<file path="src/rtl/vdma_frame_scheduler.sv">
// Triple-buffer frame scheduler for a vdma_compact_port_verb instance: rotates write/read
// buffer indices on vsync edges so the reader never touches the frame being written.
module vdma_frame_scheduler #(
    parameter int              ASIZE      = 29,
    parameter int              FRAME_NUM  = 3,
    parameter logic [ASIZE-1:0] FRAME_SIZE = 29'h0080_0000,
    parameter logic [ASIZE-1:0] BASEADDR   = 29'h0,
    parameter logic            VS_POL     = 1'b1,
    parameter int              CSIZE      = 16
) (
    input  logic             clock,
    input  logic             rst,
    input  logic             cfg_enable,
    input  logic             cnt_clr,
    input  logic             wr_vsync,
    input  logic             rd_vsync,
    output logic [ASIZE-1:0] wr_baseaddr,
    output logic [ASIZE-1:0] rd_baseaddr,
    output logic             trs_enable,
    output logic             rev_enable,
    output logic [2:0]       wr_idx,
    output logic [2:0]       rd_idx,
    output logic [1:0]       state,
    output logic [CSIZE-1:0] wr_frame_cnt,
    output logic [CSIZE-1:0] drop_cnt,
    output logic [CSIZE-1:0] repeat_cnt
);

    localparam logic [1:0] ST_IDLE = 2'b00;
    localparam logic [1:0] ST_WAIT = 2'b01;
    localparam logic [1:0] ST_RUN  = 2'b10;

    localparam logic [2:0] RD_IDX_INIT = 3'(FRAME_NUM - 1);

    // Constant base-address table; unused entries beyond FRAME_NUM are never selected.
    logic [ASIZE-1:0] addr_tab [8];
    generate
        for (genvar gi = 0; gi < 8; gi++) begin : g_addr
            assign addr_tab[gi] = BASEADDR + FRAME_SIZE * ASIZE'(gi);
        end
    endgenerate

    logic             wr_vs_q, wr_vs_d;
    logic             rd_vs_q, rd_vs_d;
    logic [1:0]       state_q, state_d;
    logic [2:0]       wr_idx_q, wr_idx_d;
    logic [2:0]       rd_idx_q, rd_idx_d;
    logic [2:0]       latest_q, latest_d;
    logic             fresh_q, fresh_d;
    logic             wr_active_q, wr_active_d;
    logic             trs_q, trs_d;
    logic             rev_q, rev_d;
    logic [ASIZE-1:0] wr_base_q, wr_base_d;
    logic [ASIZE-1:0] rd_base_q, rd_base_d;
    logic [CSIZE-1:0] wr_cnt_q, wr_cnt_d;
    logic [CSIZE-1:0] drop_cnt_q, drop_cnt_d;
    logic [CSIZE-1:0] rep_cnt_q, rep_cnt_d;

    logic       wfs, rfs;
    logic       inc_wr, inc_drop, inc_rep;
    logic [2:0] done;

    assign wfs = (wr_vsync == VS_POL) && (wr_vs_q != VS_POL);
    assign rfs = (rd_vsync == VS_POL) && (rd_vs_q != VS_POL);

    // First buffer after 'base' (cyclically) that is neither 'base' nor 'avoid'.
    function automatic logic [2:0] next_wr(input logic [2:0] base, input logic [2:0] avoid);
        logic [2:0] cand;
        logic [2:0] pick;
        logic       found;
        pick  = base;
        found = 1'b0;
        for (int k = 1; k < FRAME_NUM; k++) begin
            cand = 3'((int'(base) + k) % FRAME_NUM);
            if (!found && (cand != avoid) && (cand != base)) begin
                pick  = cand;
                found = 1'b1;
            end
        end
        return pick;
    endfunction

    always_comb begin
        wr_vs_d     = wr_vsync;
        rd_vs_d     = rd_vsync;
        state_d     = state_q;
        wr_idx_d    = wr_idx_q;
        rd_idx_d    = rd_idx_q;
        latest_d    = latest_q;
        fresh_d     = fresh_q;
        wr_active_d = wr_active_q;
        inc_wr      = 1'b0;
        inc_drop    = 1'b0;
        inc_rep     = 1'b0;
        done        = wr_idx_q;

        if (!cfg_enable) begin
            state_d     = ST_IDLE;
            wr_idx_d    = 3'd0;
            rd_idx_d    = RD_IDX_INIT;
            latest_d    = 3'd0;
            fresh_d     = 1'b0;
            wr_active_d = 1'b0;
        end else begin
            case (state_q)
                ST_IDLE: state_d = ST_WAIT;
                ST_WAIT: begin
                    // The first vsync only marks the start of a complete frame.
                    if (wfs) begin
                        if (!wr_active_q) begin
                            wr_active_d = 1'b1;
                        end else begin
                            latest_d = 3'd0;
                            rd_idx_d = 3'd0;
                            wr_idx_d = 3'd1;
                            fresh_d  = 1'b0;
                            inc_wr   = 1'b1;
                            state_d  = ST_RUN;
                        end
                    end
                end
                ST_RUN: begin
                    if (wfs) begin
                        inc_wr   = 1'b1;
                        inc_drop = fresh_q && !rfs;
                        latest_d = done;
                        fresh_d  = 1'b1;
                        if (rfs) begin
                            rd_idx_d = done;
                            fresh_d  = 1'b0;
                        end
                        wr_idx_d = next_wr(done, rd_idx_d);
                    end else if (rfs) begin
                        if (fresh_q) begin
                            rd_idx_d = latest_q;
                            fresh_d  = 1'b0;
                        end else begin
                            inc_rep = 1'b1;
                        end
                    end
                end
                default: begin
                    state_d  = ST_IDLE;
                    wr_idx_d = 3'd0;
                    rd_idx_d = RD_IDX_INIT;
                end
            endcase
        end

        trs_d     = (state_d != ST_IDLE);
        rev_d     = cfg_enable && (state_q == ST_RUN);
        wr_base_d = addr_tab[wr_idx_q];
        rd_base_d = addr_tab[rd_idx_q];

        if (cnt_clr) begin
            wr_cnt_d   = '0;
            drop_cnt_d = '0;
            rep_cnt_d  = '0;
        end else begin
            wr_cnt_d   = wr_cnt_q   + (inc_wr   ? CSIZE'(1) : CSIZE'(0));
            drop_cnt_d = drop_cnt_q + (inc_drop ? CSIZE'(1) : CSIZE'(0));
            rep_cnt_d  = rep_cnt_q  + (inc_rep  ? CSIZE'(1) : CSIZE'(0));
        end
    end

    always_ff @(posedge clock) begin
        if (rst) begin
            wr_vs_q     <= ~VS_POL;
            rd_vs_q     <= ~VS_POL;
            state_q     <= ST_IDLE;
            wr_idx_q    <= 3'd0;
            rd_idx_q    <= RD_IDX_INIT;
            latest_q    <= 3'd0;
            fresh_q     <= 1'b0;
            wr_active_q <= 1'b0;
            trs_q       <= 1'b0;
            rev_q       <= 1'b0;
            wr_base_q   <= addr_tab[0];
            rd_base_q   <= addr_tab[RD_IDX_INIT];
            wr_cnt_q    <= '0;
            drop_cnt_q  <= '0;
            rep_cnt_q   <= '0;
        end else begin
            wr_vs_q     <= wr_vs_d;
            rd_vs_q     <= rd_vs_d;
            state_q     <= state_d;
            wr_idx_q    <= wr_idx_d;
            rd_idx_q    <= rd_idx_d;
            latest_q    <= latest_d;
            fresh_q     <= fresh_d;
            wr_active_q <= wr_active_d;
            trs_q       <= trs_d;
            rev_q       <= rev_d;
            wr_base_q   <= wr_base_d;
            rd_base_q   <= rd_base_d;
            wr_cnt_q    <= wr_cnt_d;
            drop_cnt_q  <= drop_cnt_d;
            rep_cnt_q   <= rep_cnt_d;
        end
    end

    assign wr_baseaddr  = wr_base_q;
    assign rd_baseaddr  = rd_base_q;
    assign trs_enable   = trs_q;
    assign rev_enable   = rev_q;
    assign wr_idx       = wr_idx_q;
    assign rd_idx       = rd_idx_q;
    assign state        = state_q;
    assign wr_frame_cnt = wr_cnt_q;
    assign drop_cnt     = drop_cnt_q;
    assign repeat_cnt   = rep_cnt_q;

endmodule

</file>
<file path="config.mk">
export PLATFORM = sky130hd
export DESIGN_NAME = vdma_frame_scheduler
export DESIGN_NICKNAME = d
export VERILOG_FILES = /design/src/rtl/vdma_frame_scheduler.sv
export SDC_FILE = /design/constraint.sdc
export NUM_CORES = 1
export LEC_CHECK = 0
export CORE_MARGIN = 5
export CORE_UTILIZATION = 53
export CTS_BUF_LIST = sky130_fd_sc_hd__clkbuf_8
export CTS_CLUSTER_DIAMETER = 40
export CTS_CLUSTER_SIZE = 28
export DETAILED_ROUTE_END_ITERATION = 8
export PLACE_DENSITY = 0.88
export SETUP_SLACK_MARGIN = 0.1
export SLEW_MARGIN = 20
export SYNTH_ARGS = -nofsm -noshare
export SYNTH_HDL_FRONTEND = slang
export SYNTH_SLANG_ARGS = --single-unit
</file>
<file path="constraint.sdc">
create_clock -name clock -period 7.7 [get_ports clock]
set_input_delay 1.54 -clock clock [delete_from_list [all_inputs] [get_ports clock]]
set_output_delay 1.54 -clock clock [all_outputs]
set_load 0.02 [all_outputs]
</file>
==> results of run 1 <==
==> logic make-up (layout without fill, tap and decap cells) <==
kind of cell | after synthesis | in the layout
AOI/OAI and AO/OA | 55 | 55
xor gates and xnor gates | 55 | 55
adders and majority gates | 24 | 24
buffers and inverters | 88 | 100
DFF | 71 | 71
muxes | 8 | 8
other | 1 | 52
and+or+nand+nor | 181 | 181
==> synthesized netlist by cell type, drive strengths merged, types with 10 or more instances <==
| master | number |
|---|---|
| nand2 | 20 |
| buf | 58 |
| clkbuf | 15 |
| xor2 | 35 |
| and3 | 10 |
| ha | 24 |
| nand3 | 32 |
| nor2 | 63 |
| inv | 15 |
| o21ai | 11 |
| nor2b | 10 |
| xnor2 | 18 |
| dfxtp | 71 |
| a21oi | 16 |
==> worst min path at each step <==
stage                  endpoint  slack, ps
2_1_floorplan       latest_q[1]        470
5_1_grt          repeat_cnt[10]        560
4_1_cts          repeat_cnt[10]        510
6_report         repeat_cnt[10]        500
3_3_place_gp   wr_frame_cnt[10]        480
3_5_place_dp     repeat_cnt[10]        490
==> metal layers <==
layer | track usage [%] | up-vias
met1 | 22.4 | 1577
met3 | 5.24 | 10
met4 | 5.04 | 0
met2 | 31.0 | 106
met5 | 0 | -
li1 | - | 1636
==> power groups by stage <==
stage               Clock (mW)  Sequential, mW  Combinational [mW]
finish                   0.281           0.369              0.0512
global route             0.301           0.370              0.0556
CTS                      0.286           0.369              0.0502
detailed placement           0           0.378              0.0501
global placement             0           0.378              0.0497
floorplan                    0           0.379              0.0611
==> per-stage QoR <==
step / hold WS (ps) / utilization (%) / std cells / power (mW)
after global placement: 478 / 61.1 / 632 / 0.428
after detailed placement: 493 / 61.1 / 632 / 0.428
after global routing: 563 / 63.5 / 648 / 0.726
after floorplan: 474 / - / 534 / 0.440
final: 504 / 63.5 / 648 / 0.701
after CTS: 506 / 63.5 / 648 / 0.705
==> tightest hold or removal path: stages (launching register included) <==
cell     delay (ps)
dfxtp_1         330
o21ai_0          70
a21oi_1          60
==> state kept, by name, summed over array words and instances (netlist names), 2 cells and up <==
| register | flops |
|---|---|
| wr_baseaddr | 3 |
| rd_baseaddr | 3 |
| state | 2 |
| repeat_cnt | 16 |
| rd_idx | 3 |
| drop_cnt | 16 |
| wr_frame_cnt | 16 |
| wr_idx | 3 |
| latest_q | 3 |
==> area by class of cell <==
cell class	count	area, um^2	area share, %
Multi-Input combinational cell	375	2420	49.4
Sequential cell	71	1420	29.0
Timing Repair Buffer	69	691	14.1
Tap cell	102	128	2.60
Clock buffer	9	124	2.52
Clock inverter	7	61.3	1.25
Inverter	15	58.8	1.20
==> summary.txt, run 1 <==
Run status
  • Status: finished clean

Synth
  • Synth Area in Compound Gates: 9.44%
  • Synth warn: 0
  • Most used flip-flop cell after synthesis: dfxtp_1
  • Synth Area in Adders: 7.17%
  • Ranking of synthesized cells by area: dfxtp_1 34%, buf_4 9.3%, xor2_1 7.3%
  • Flops & latches, synth: 71
  • Avg Inst Size Synth: 8.68 um^2
  • Yosys top cell area share: 33.9%
  • Cell variety after synth: 56
  • Synth Instances: 483
  • Area leader, netlist: dfxtp_1
  • EDFF count, synth: 0
  • Synthesized-area fraction occupied by and/or/nand/nor cells: 22.0%
  • Mux cell area share after synthesis: 1.91%
  • Synth async-reset ratio: 0%
  • Post-synthesis xor/xnor area fraction: 12.6%
  • Post-synthesis sequential area ratio: 33.9%
  • Largest family of logic cells by synthesized area: simple AND/OR/NAND/NOR gates
  • Cell Area, Synth: 4190 um^2

Timing
  • Setup-failing EPs final: 0
  • Slew Limit Fails: 0
  • Final setup TNS: 0 ps
  • Fin crit period: 4530 ps
  • Slew HR: 43.0%
  • Worst setup margin: 3170 ps
  • Worst-margin pin slew: 854 ps
  • Skew final: 9.41 ps
  • Final period utilization: 58.9%
  • FMAX: 0.221 GHz
  • RSZ-0062 raised after global routing: no
  • Hold Vio Cnt, Final: 0

Drt
  • Antenna-violating nets left: 0
  • Top sig layer: met4
  • Met2 WL: 4490 um
  • M1 WL: 3830 um
  • Met3 wire len: 615 um
  • Drt pass-1 iters: 4
  • Wire per inst: 14.0 um
  • Residual DRC: 0
  • Iter 0 DRT Violations: 123
  • Drt via density: 5.14
  • Vias: 3,329
  • WL final: 9090 um

Power and ir drop
  • Int Power: 0.502 mW
  • Part of the power in registers: 52.7%
  • Pwr dens: 143 nW/um^2
  • Switching share of power: 28.5%
  • VDD IR-drop max: 0.0855 mV
  • LEAKAGE: 1.90 nW
  • Switching pwr: 0.200 mW
  • Combinational share of power: 7.3%
  • Clock share of power: 40.0%

Setup path
  • R2r setup slk: 3170 ps
  • Crit Path Max Fanout: 11
  • Bufs and invs on worst path: 1
  • Critical Path End Type: register
  • Worst EP required: 7970 ps
  • Slowest cell on the critical path: dfxtp_1
  • Setup Crit Path Kind: register to register
  • CP Capture Point: wr_idx[0]
  • Worst path arrival time: 4800 ps
  • Worst path depth: 17
  • R2R depth: 17
  • Worst path top cell family by delay: compound AO/OA/AOI/OAI gates
  • Reg-to-Reg End: wr_idx[0]
  • CP startpoint: wr_idx[2]
  • Max stage delay on crit path: 740 ps
  • FF-to-FF Start: wr_idx[2]
  • Worst Setup Start Kind: register
  • Crit-path cells: ha_1 -> nand2_1 -> inv_1 -> ha_1 -> o21ai_0 -> a2bb2oi_1 -> xor2_1 -> ha_1 -> xnor2_1 -> nand2_1 -> nand2_1 -> nand3_1 -> o22ai_1 -> nor3_1 -> o21ai_0 -> o21ai_0 -> a21oi_1

Clocking
  • TritonCTS clock tree: yes
  • Clock H-tree levels: 3
  • Setup Buffers After CTS: 0
  • Deepest clock path buffer count: 2
  • TritonCTS Buffers: 9
  • Hold_buf cts: 0
  • Clock sinks: 71
  • Reg clk slew, reported paths: 90 ps
  • Post-CTS Resized: 0
  • Worst-Skew Late Latency: 350 ps
  • Clk root buf: clkbuf_8

Floorplan
  • Std cell rows: 32
  • Die Wd: 98.9 um
  • Core area: 7730 um^2
  • Die height: 98.9 um
  • Initial Util: 54.2%
  • Area of the die: 9780 um^2
  • Ports: 122

Global routing
  • Number of global-route vias before repair: 3,149
  • Largest net degree at the start of global routing: 43
  • First-pass GRT wire length: 14,700 um
  • Antenna violations before repair: 0
  • GRT overflow: 0
  • Total track usage: 18.2%

Layout
  • Final instance area: 4910 um^2
  • Commonest cells after routing, fill and taps aside: 71 x dfxtp_1, 69 x clkdlybuf4s50_1, 63 x nor2_1
  • Area Overhead vs Synth: 17.1%
  • Nets: 571
  • Ant. Diodes: 0
  • Share of cells above drive strength 1: 6.23%
  • Commonest non-fill, non-tap cell in the layout: dfxtp_1
  • # fillers: 651

Placed design
  • Dpl ws: 2960 ps
  • Gpl congestion: 0.909
  • Area after DPL: 4720 um^2
  • Dpl hpwl: 6860 um
  • I/O Buffers: 69

Run
  • Maxcap violations: 0

Hold path
  • Hold WC Path Type: register to register
  • HP Start: repeat_cnt[10]
  • Hold Path Depth: 2
No activity file was read; power rests on OpenSTA's default activity.
==> run 2, diff against run 1 <==
--- a/config.mk
+++ b/config.mk
@@ -6,12 +6,12 @@
 export NUM_CORES = 1
 export LEC_CHECK = 0
 export CORE_MARGIN = 5
-export CORE_UTILIZATION = 53
+export CORE_UTILIZATION = 45
 export CTS_BUF_LIST = sky130_fd_sc_hd__clkbuf_8
 export CTS_CLUSTER_DIAMETER = 40
 export CTS_CLUSTER_SIZE = 28
 export DETAILED_ROUTE_END_ITERATION = 8
-export PLACE_DENSITY = 0.88
+export PLACE_DENSITY = 0.8
 export SETUP_SLACK_MARGIN = 0.1
 export SLEW_MARGIN = 20
 export SYNTH_ARGS = -nofsm -noshare
==> constraint.sdc (replaced) <==
create_clock -name clock -period 3.9 [get_ports clock]
set_input_delay 0.78 -clock clock [delete_from_list [all_inputs] [get_ports clock]]
set_output_delay 0.78 -clock clock [all_outputs]
set_load 0.02 [all_outputs]
==> run 2 against run 1 <==
Net effect:
- final cell count up 6.3%
- register-to-register slack worse by 3000 ps
- clock-buffer cell count did not move
- sequential power increased by 97%
- flip-flop and latch count unchanged
- clock skew fell by 0.95 ps
- sequential share of layout area fell by 2.3 points
==> summary.txt, run 2 (synthesis results as in run 1) <==
Timing
  • Setup-failing EPs final: 0 (unchanged)
  • Slew Limit Fails: 0 (unchanged)
  • Fin crit period: 3700 ps (was 4530 ps)
  • Hold Vio Cnt, Final: 0 (unchanged)
  • Worst hold slack: 508 ps (was 504 ps)
  • Skew final: 8.45 ps (was 9.41 ps)
  • Worst-margin pin slew: 752 ps (was 854 ps)
  • FMAX: 0.271 GHz (was 0.221 GHz)
  • Final setup TNS: 0 ps (unchanged)
  • Slew HR: 49.9% (was 43.0%)
  • RSZ-0062 raised after global routing: yes (was no)
  • Final period utilization: 94.7% (was 58.9%)

Drt
  • Antenna-violating nets left: 0 (unchanged)
  • WL final: 10,100 um (was 9090 um)
  • Drt via density: 5.02 (was 5.14)
  • Wire per inst: 14.6 um (was 14.0 um)
  • Iter 0 DRT Violations: 167 (was 123)
  • Vias: 3,456 (was 3,329)
  • Drt pass-1 iters: 5 (was 4)
  • Residual DRC: 0 (unchanged)

Power and ir drop
  • Combinational share of power: 7.4% (was 7.3%)
  • Part of the power in registers: 48.2% (was 52.7%)
  • Clock share of power: 44.4% (was 40.0%)
  • Switching pwr: 0.390 mW (was 0.200 mW)
  • LEAKAGE: 2.10 nW (was 1.90 nW)
  • VDD IR-drop max: 0.177 mV (was 0.0855 mV)
  • Int Power: 1.12 mW (was 0.502 mW)
  • Pwr dens: 281 nW/um^2 (was 143 nW/um^2)
  • Switching share of power: 25.8% (was 28.5%)

Run status
  • Status: finished clean (unchanged)

Setup path
  • FF-to-FF Start: wr_idx[1] (was wr_idx[2])
  • Worst Setup Start Kind: register (unchanged)
  • Bufs and invs on worst path: 4 (was 1)
  • R2R depth: 19 (was 17)
  • R2r setup slk: 200 ps (was 3170 ps)
  • Slowest cell on the critical path: dfxtp_4 (was dfxtp_1)
  • Setup Crit Path Kind: register to register (unchanged)
  • Reg-to-Reg End: wr_idx[0] (unchanged)
  • Critical Path End Type: register (unchanged)
  • CP startpoint: wr_idx[1] (was wr_idx[2])
  • CP Capture Point: wr_idx[0] (unchanged)
  • Max stage delay on crit path: 380 ps (was 740 ps)
  • Worst EP required: 4110 ps (was 7970 ps)
  • Worst path top cell family by delay: compound AO/OA/AOI/OAI gates (unchanged)
  • Worst path arrival time: 3900 ps (was 4800 ps)
  • Worst path depth: 19 (was 17)
  • Crit-path cells: ha_4 -> xnor2_4 -> buf_6 -> nor2_4 -> ha_4 -> inv_2 -> o21ai_2 -> a2bb2oi_2 -> xor2_1 -> ha_1 -> xnor2_2 -> buf_4 -> nand3_1 -> o22ai_2 -> buf_4 -> o31ai_4 -> nor4_2 -> o311ai_2 -> a21oi_1 (was ha_1 -> nand2_1 -> inv_1 -> ha_1 -> o21ai_0 -> a2bb2oi_1 -> xor2_1 -> ha_1 -> xnor2_1 -> nand2_1 -> nand2_1 -> nand3_1 -> o22ai_1 -> nor3_1 -> o21ai_0 -> o21ai_0 -> a21oi_1)
  • Crit Path Max Fanout: 6 (was 11)

Layout
  • Area Overhead vs Synth: 28.2% (was 17.1%)
  • Commonest non-fill, non-tap cell in the layout: clkdlybuf4s50_1 (was dfxtp_1)
  • Commonest cells after routing, fill and taps aside: 69 x clkdlybuf4s50_1, 68 x dfxtp_1, 62 x nor2_1 (was 71 x dfxtp_1, 69 x clkdlybuf4s50_1, 63 x nor2_1)
  • # fillers: 774 (was 651)
  • Share of cells above drive strength 1: 16.1% (was 6.23%)
  • Util after Layout: 58.7% (was 63.5%)
  • Ant. Diodes: 0 (unchanged)
  • Nets: 603 (was 571)
  • Non-filler cells, final: 689 (was 648)

Floorplan
  • Area of the die: 11,300 um^2 (was 9780 um^2)
  • Std cell rows: 35 (was 32)
  • Initial Util: 45.8% (was 54.2%)
  • Die height: 106 um (was 98.9 um)
  • Die Wd: 106 um (was 98.9 um)
  • Ports: 122 (unchanged)
  • Core area: 9150 um^2 (was 7730 um^2)

Clocking
  • Clock H-tree levels: 3 (unchanged)
  • Worst-Skew Late Latency: 350 ps (about the same)
  • Deepest clock path buffer count: 2 (unchanged)
  • TritonCTS clock tree: yes (unchanged)
  • Clk root buf: clkbuf_8 (unchanged)
  • Reg clk slew, reported paths: 80 ps (was 90 ps)
  • TritonCTS Buffers: 9 (unchanged)
  • Hold_buf cts: 0 (unchanged)
  • Clock sinks: 71 (unchanged)

Global routing
  • Total track usage: 17.5% (was 18.2%)
  • First-pass GRT wire length: 16,100 um (was 14,700 um)
  • Antenna violations before repair: 0 (unchanged)
  • Largest net degree at the start of global routing: 43 (unchanged)
  • GRT overflow: 0 (unchanged)
  • Number of global-route vias before repair: 3,306 (was 3,149)

Placed design
  • Placed cell count: 658 (was 632)
  • Dpl hpwl: 7500 um (was 6860 um)
  • Gpl congestion: 0.930 (was 0.909)
  • I/O Buffers: 69 (unchanged)

Hold path
  • Hold WC Path Type: register to register (unchanged)

Run
  • Maxcap violations: 0 (unchanged)
==> run 2: worst min path at each step <==
stage | startpoint | end | slack, ps | cells after the start
after floorplan | latest_q[1] | latest_q[1] | 470 | 2
after global placement | wr_frame_cnt[10] | wr_frame_cnt[10] | 480 | 2
after detailed placement | wr_frame_cnt[15] | wr_frame_cnt[15] | 500 | 2
after CTS | drop_cnt[10] | drop_cnt[10] | 520 | 2
after global routing | repeat_cnt[10] | repeat_cnt[10] | 550 | 2
final | drop_cnt[10] | drop_cnt[10] | 510 | 2
==> run 2: repair_timing <==
item	CTS	global route
setup endpoints to repair	3	3
buffers inserted	2	13
resized for setup	7	34
pin swaps	2	20
==> run 2: worst reg2reg max path: stages (launching register included) <==
cell,delay (ps)
dfxtp_4,380
ha_4,180
xnor2_4,150
buf_6,140
nor2_4,120
ha_4,180
inv_2,50
o21ai_2,130
a2bb2oi_2,210
xor2_1,210
ha_1,320
xnor2_2,180
buf_4,140
nand3_1,100
o22ai_2,100
buf_4,170
o31ai_4,340
nor4_2,100
o311ai_2,270
a21oi_1,100
==> run 2: metrics by stage <==
stage | instance area, um^2 | setup slack [ps] | total power [mW]
after global routing | 5370 | 29.0 | 1.58
after floorplan | 4380 | 180 | 0.869
after detailed placement | 4860 | 50.7 | 0.854
after CTS | 5120 | 116 | 1.53
after global placement | 4860 | 248 | 0.853
final | 5370 | 205 | 1.51
==> run 2: final cells by class <==
cell class                 count  area (um^2)  area share [%]
multi-input combinational    375         2580            48.0
sequential                    71         1430            26.7
timing repair buffer         101          938            17.5
tap                          111          139            2.59
clock buffer                   9          124            2.31
clock inverter                 7          103            1.91
inverter                      15         58.8            1.09
==> run 2: power by group through the flow <==
stage / Combinational (mW) / Clock (mW) / Sequential [mW]
after floorplan: 0.121 / 0 / 0.748
after global placement: 0.106 / 0 / 0.747
after detailed placement: 0.107 / 0 / 0.747
after CTS: 0.107 / 0.688 / 0.730
after global routing: 0.120 / 0.728 / 0.728
final: 0.111 / 0.670 / 0.727
==> run 2: per-layer routing <==
layer / global-route usage, % / vias to the layer above / part of all wire [%]
met4: 4.29 / 0 / 1.4
met2: 29.9 / 94 / 50
met3: 5.59 / 15 / 5.2
met5: 0 / - / 0
met1: 21.5 / 1646 / 44
li1: - / 1701 / -
==> run 3, diff against run 2 <==
--- a/config.mk
+++ b/config.mk
@@ -11,6 +11,7 @@
 export CTS_CLUSTER_DIAMETER = 40
 export CTS_CLUSTER_SIZE = 28
 export DETAILED_ROUTE_END_ITERATION = 8
+export GPL_TIMING_DRIVEN = 0
 export PLACE_DENSITY = 0.8
 export SETUP_SLACK_MARGIN = 0.1
 export SLEW_MARGIN = 20
==> run 3 against run 2 <==
Net effect:
- global-route usage is 0.10 points lower
- power is 1.7% lower
- clock power is 9.9% lower
- routed wire length is 6.3% higher
- via count is 8.2% higher
- critical path depth is 3 lower
==> summary.txt, run 3 (synthesis results as in run 1) <==
Run status
  • Status: finished clean (unchanged)

Global routing
  • Total track usage: 17.4% (was 17.5%)
  • Number of global-route vias before repair: 3,495 (was 3,306)
  • Antenna violations before repair: 0 (unchanged)
  • Largest net degree at the start of global routing: 14 (was 43)
  • GRT overflow: 0 (unchanged)
  • First-pass GRT wire length: 16,200 um (was 16,100 um)

Layout
  • Share of cells above drive strength 1: 23.3% (was 16.1%)
  • # fillers: 758 (was 774)
  • Sequential cell area: 1430 um^2 (unchanged)
  • Commonest cells after routing, fill and taps aside: 80 x buf_4, 69 x clkdlybuf4s50_1, 68 x dfxtp_1 (was 69 x clkdlybuf4s50_1, 68 x dfxtp_1, 62 x nor2_1)
  • Commonest non-fill, non-tap cell in the layout: buf_4 (was clkdlybuf4s50_1)
  • Ant. Diodes: 0 (unchanged)
  • Nets: 672 (was 603)
  • Area of the multi-input gates: 2630 um^2 (was 2580 um^2)
  • Area Overhead vs Synth: 40.0% (was 28.2%)

Setup path
  • Crit-path cells: buf_6 -> inv_1 -> ha_2 -> or3b_4 -> a211oi_4 -> xnor2_2 -> ha_2 -> nor2b_2 -> xnor2_2 -> xnor2_1 -> a31oi_1 -> a21o_1 -> or2_2 -> o21a_1 -> o311ai_2 -> a21oi_1 (was ha_4 -> xnor2_4 -> buf_6 -> nor2_4 -> ha_4 -> inv_2 -> o21ai_2 -> a2bb2oi_2 -> xor2_1 -> ha_1 -> xnor2_2 -> buf_4 -> nand3_1 -> o22ai_2 -> buf_4 -> o31ai_4 -> nor4_2 -> o311ai_2 -> a21oi_1)
  • Worst EP required: 4110 ps (about the same)
  • Worst Setup Start Kind: register (unchanged)
  • Bufs and invs on worst path: 2 (was 4)
  • Reg-to-Reg End: wr_idx[0] (unchanged)
  • FF-to-FF Start: wr_idx[2] (was wr_idx[1])
  • Max stage delay on crit path: 410 ps (was 380 ps)
  • Worst path top cell family by delay: compound AO/OA/AOI/OAI gates (unchanged)
  • Crit Path Max Fanout: 6 (unchanged)
  • R2r setup slk: 120 ps (was 200 ps)
  • R2R depth: 16 (was 19)
  • Critical Path End Type: register (unchanged)
  • Setup Crit Path Kind: register to register (unchanged)
  • Worst path arrival time: 3990 ps (was 3900 ps)
  • Slowest cell on the critical path: dfxtp_4 (unchanged)

Drt
  • Drt pass-1 iters: 4 (was 5)
  • Antenna-violating nets left: 0 (unchanged)
  • WL final: 10,700 um (was 10,100 um)
  • Wire per inst: 14.1 um (was 14.6 um)
  • Vias: 3,741 (was 3,456)
  • Drt via density: 4.94 (was 5.02)
  • Residual DRC: 0 (unchanged)
  • Iter 0 DRT Violations: 144 (was 167)

Hold path
  • Hold Path Depth: 2 (unchanged)
  • Hold EP: repeat_cnt[10] (was drop_cnt[10])
  • HP Start: repeat_cnt[10] (was drop_cnt[10])
  • Hold WC Path Type: register to register (unchanged)

Run
  • Maxcap violations: 0 (unchanged)

Timing
  • Skew final: 11.7 ps (was 8.45 ps)
  • Final period utilization: 96.9% (was 94.7%)
  • Setup-failing EPs final: 0 (unchanged)
  • Slew HR: 55.7% (was 49.9%)
  • RSZ-0062 raised after global routing: yes (unchanged)
  • Fin crit period: 3780 ps (was 3700 ps)
  • Slew Limit Fails: 0 (unchanged)
  • Worst setup margin: 122 ps (was 205 ps)
  • Worst-margin pin slew: 647 ps (was 752 ps)
  • Hold Vio Cnt, Final: 0 (unchanged)
  • FMAX: 0.265 GHz (was 0.271 GHz)

Power and ir drop
  • Switching share of power: 25.9% (was 25.8%)
  • Int Power: 1.10 mW (was 1.12 mW)
  • Combinational share of power: 10.2% (was 7.4%)
  • Switching pwr: 0.384 mW (was 0.390 mW)
  • Pwr dens: 253 nW/um^2 (was 281 nW/um^2)
  • Clock share of power: 40.7% (was 44.4%)
  • VDD IR-drop max: 0.144 mV (was 0.177 mV)
  • Part of the power in registers: 49.0% (was 48.2%)
  • LEAKAGE: 2.39 nW (was 2.10 nW)
  • Overall Power: 1.48 mW (was 1.51 mW)

Clocking
  • Worst-Skew Late Latency: 350 ps (about the same)
  • Clk root buf: clkbuf_8 (unchanged)
  • TritonCTS clock tree: yes (unchanged)
  • Clock H-tree levels: 3 (unchanged)
  • Deepest clock path buffer count: 2 (unchanged)
  • Clock sinks: 71 (unchanged)
  • Reg clk slew, reported paths: 80 ps (about the same)
  • Hold_buf cts: 0 (unchanged)
  • TritonCTS Buffers: 9 (unchanged)

Floorplan
  • Initial Util: 45.8% (unchanged)
  • Core area: 9150 um^2 (unchanged)
  • Std cell rows: 35 (unchanged)
  • Area of the die: 11,300 um^2 (unchanged)
  • Ports: 122 (unchanged)
  • Die height: 106 um (unchanged)
  • Die Wd: 106 um (unchanged)

Placed design
  • I/O Buffers: 69 (unchanged)
  • Gpl congestion: 0.872 (was 0.930)
  • Dpl hpwl: 7520 um (was 7500 um)
  • Dpl ws: -375 ps (was 50.7 ps)
## run 3: cell types whose count changed in the layout (fill, tap and decap cells not counted), sizes merged
cell and delta:
clkinvlp +3, inv -4, clkinv +1, clkbuf +16, bufinv -1, buf +54
## run 3: area by class of cell
cell class / count / area share [%]
multi-input combinational: 375 / 44.9
sequential: 71 / 24.4
timing repair buffer: 97 / 15.4
buffer: 73 / 8.34
tap: 111 / 2.37
clock buffer: 10 / 2.35
clock inverter: 6 / 1.15
inverter: 15 / 1.13
## run 3: routing by layer
layer | track usage [%] | part of all wire, % | vias up
met4 | 6.21 | 1.9 | 0
met5 | 0 | 0 | -
met2 | 31.2 | 52 | 124
met1 | 19.6 | 40 | 1757
met3 | 5.04 | 6.6 | 22
li1 | - | - | 1838
## run 3: tightest hold or removal path, delay by kind of cell (launching register included)
kind | cells | cell delay (ps)
flops | 1 | 330
compound gates | 2 | 140
## run 3: how the worst max path moves through the flow
stage              start   endpoint  slack, ps  cells past startpoint
5_1_grt        wr_idx[1]  wr_idx[1]        -30                     17
6_report       wr_idx[2]  wr_idx[0]        120                     16
3_3_place_gp   wr_idx[0]  wr_idx[0]       -220                     18
3_5_place_dp   wr_idx[0]  wr_idx[0]       -380                     18
2_1_floorplan  wr_idx[2]  wr_idx[0]        180                     16
4_1_cts        wr_idx[2]  wr_idx[0]         90                     16
## run 3: repair_timing
| action | in CTS | in global routing |
|---|---|---|
| pin swaps | 9 | 22 |
| setup endpoints to repair | 3 | 3 |
| buffers inserted | 9 | 19 |
| gates resized for setup | 20 | 30 |
## run 3: per-stage QoR
step                hold slack (ps)  cell area, um^2  util, %  std cells  setup TNS (ps)
global placement                491             5210     57.0        714            -528
detailed placement              507             5210     57.0        714            -985
floorplan                       474             4380        -        534               0
CTS                             521             5570     60.8        739               0
global route                    561             5870     64.1        758           -31.1
finish                          523             5870     64.1        758               0
## run 3: power by group through the flow
stage	clock network [mW]	logic [mW]	registers, mW
final	0.604	0.152	0.728
after global routing	0.650	0.163	0.728
after CTS	0.613	0.145	0.728
after detailed placement	0	0.144	0.747
after global placement	0	0.143	0.747
after floorplan	0	0.121	0.748
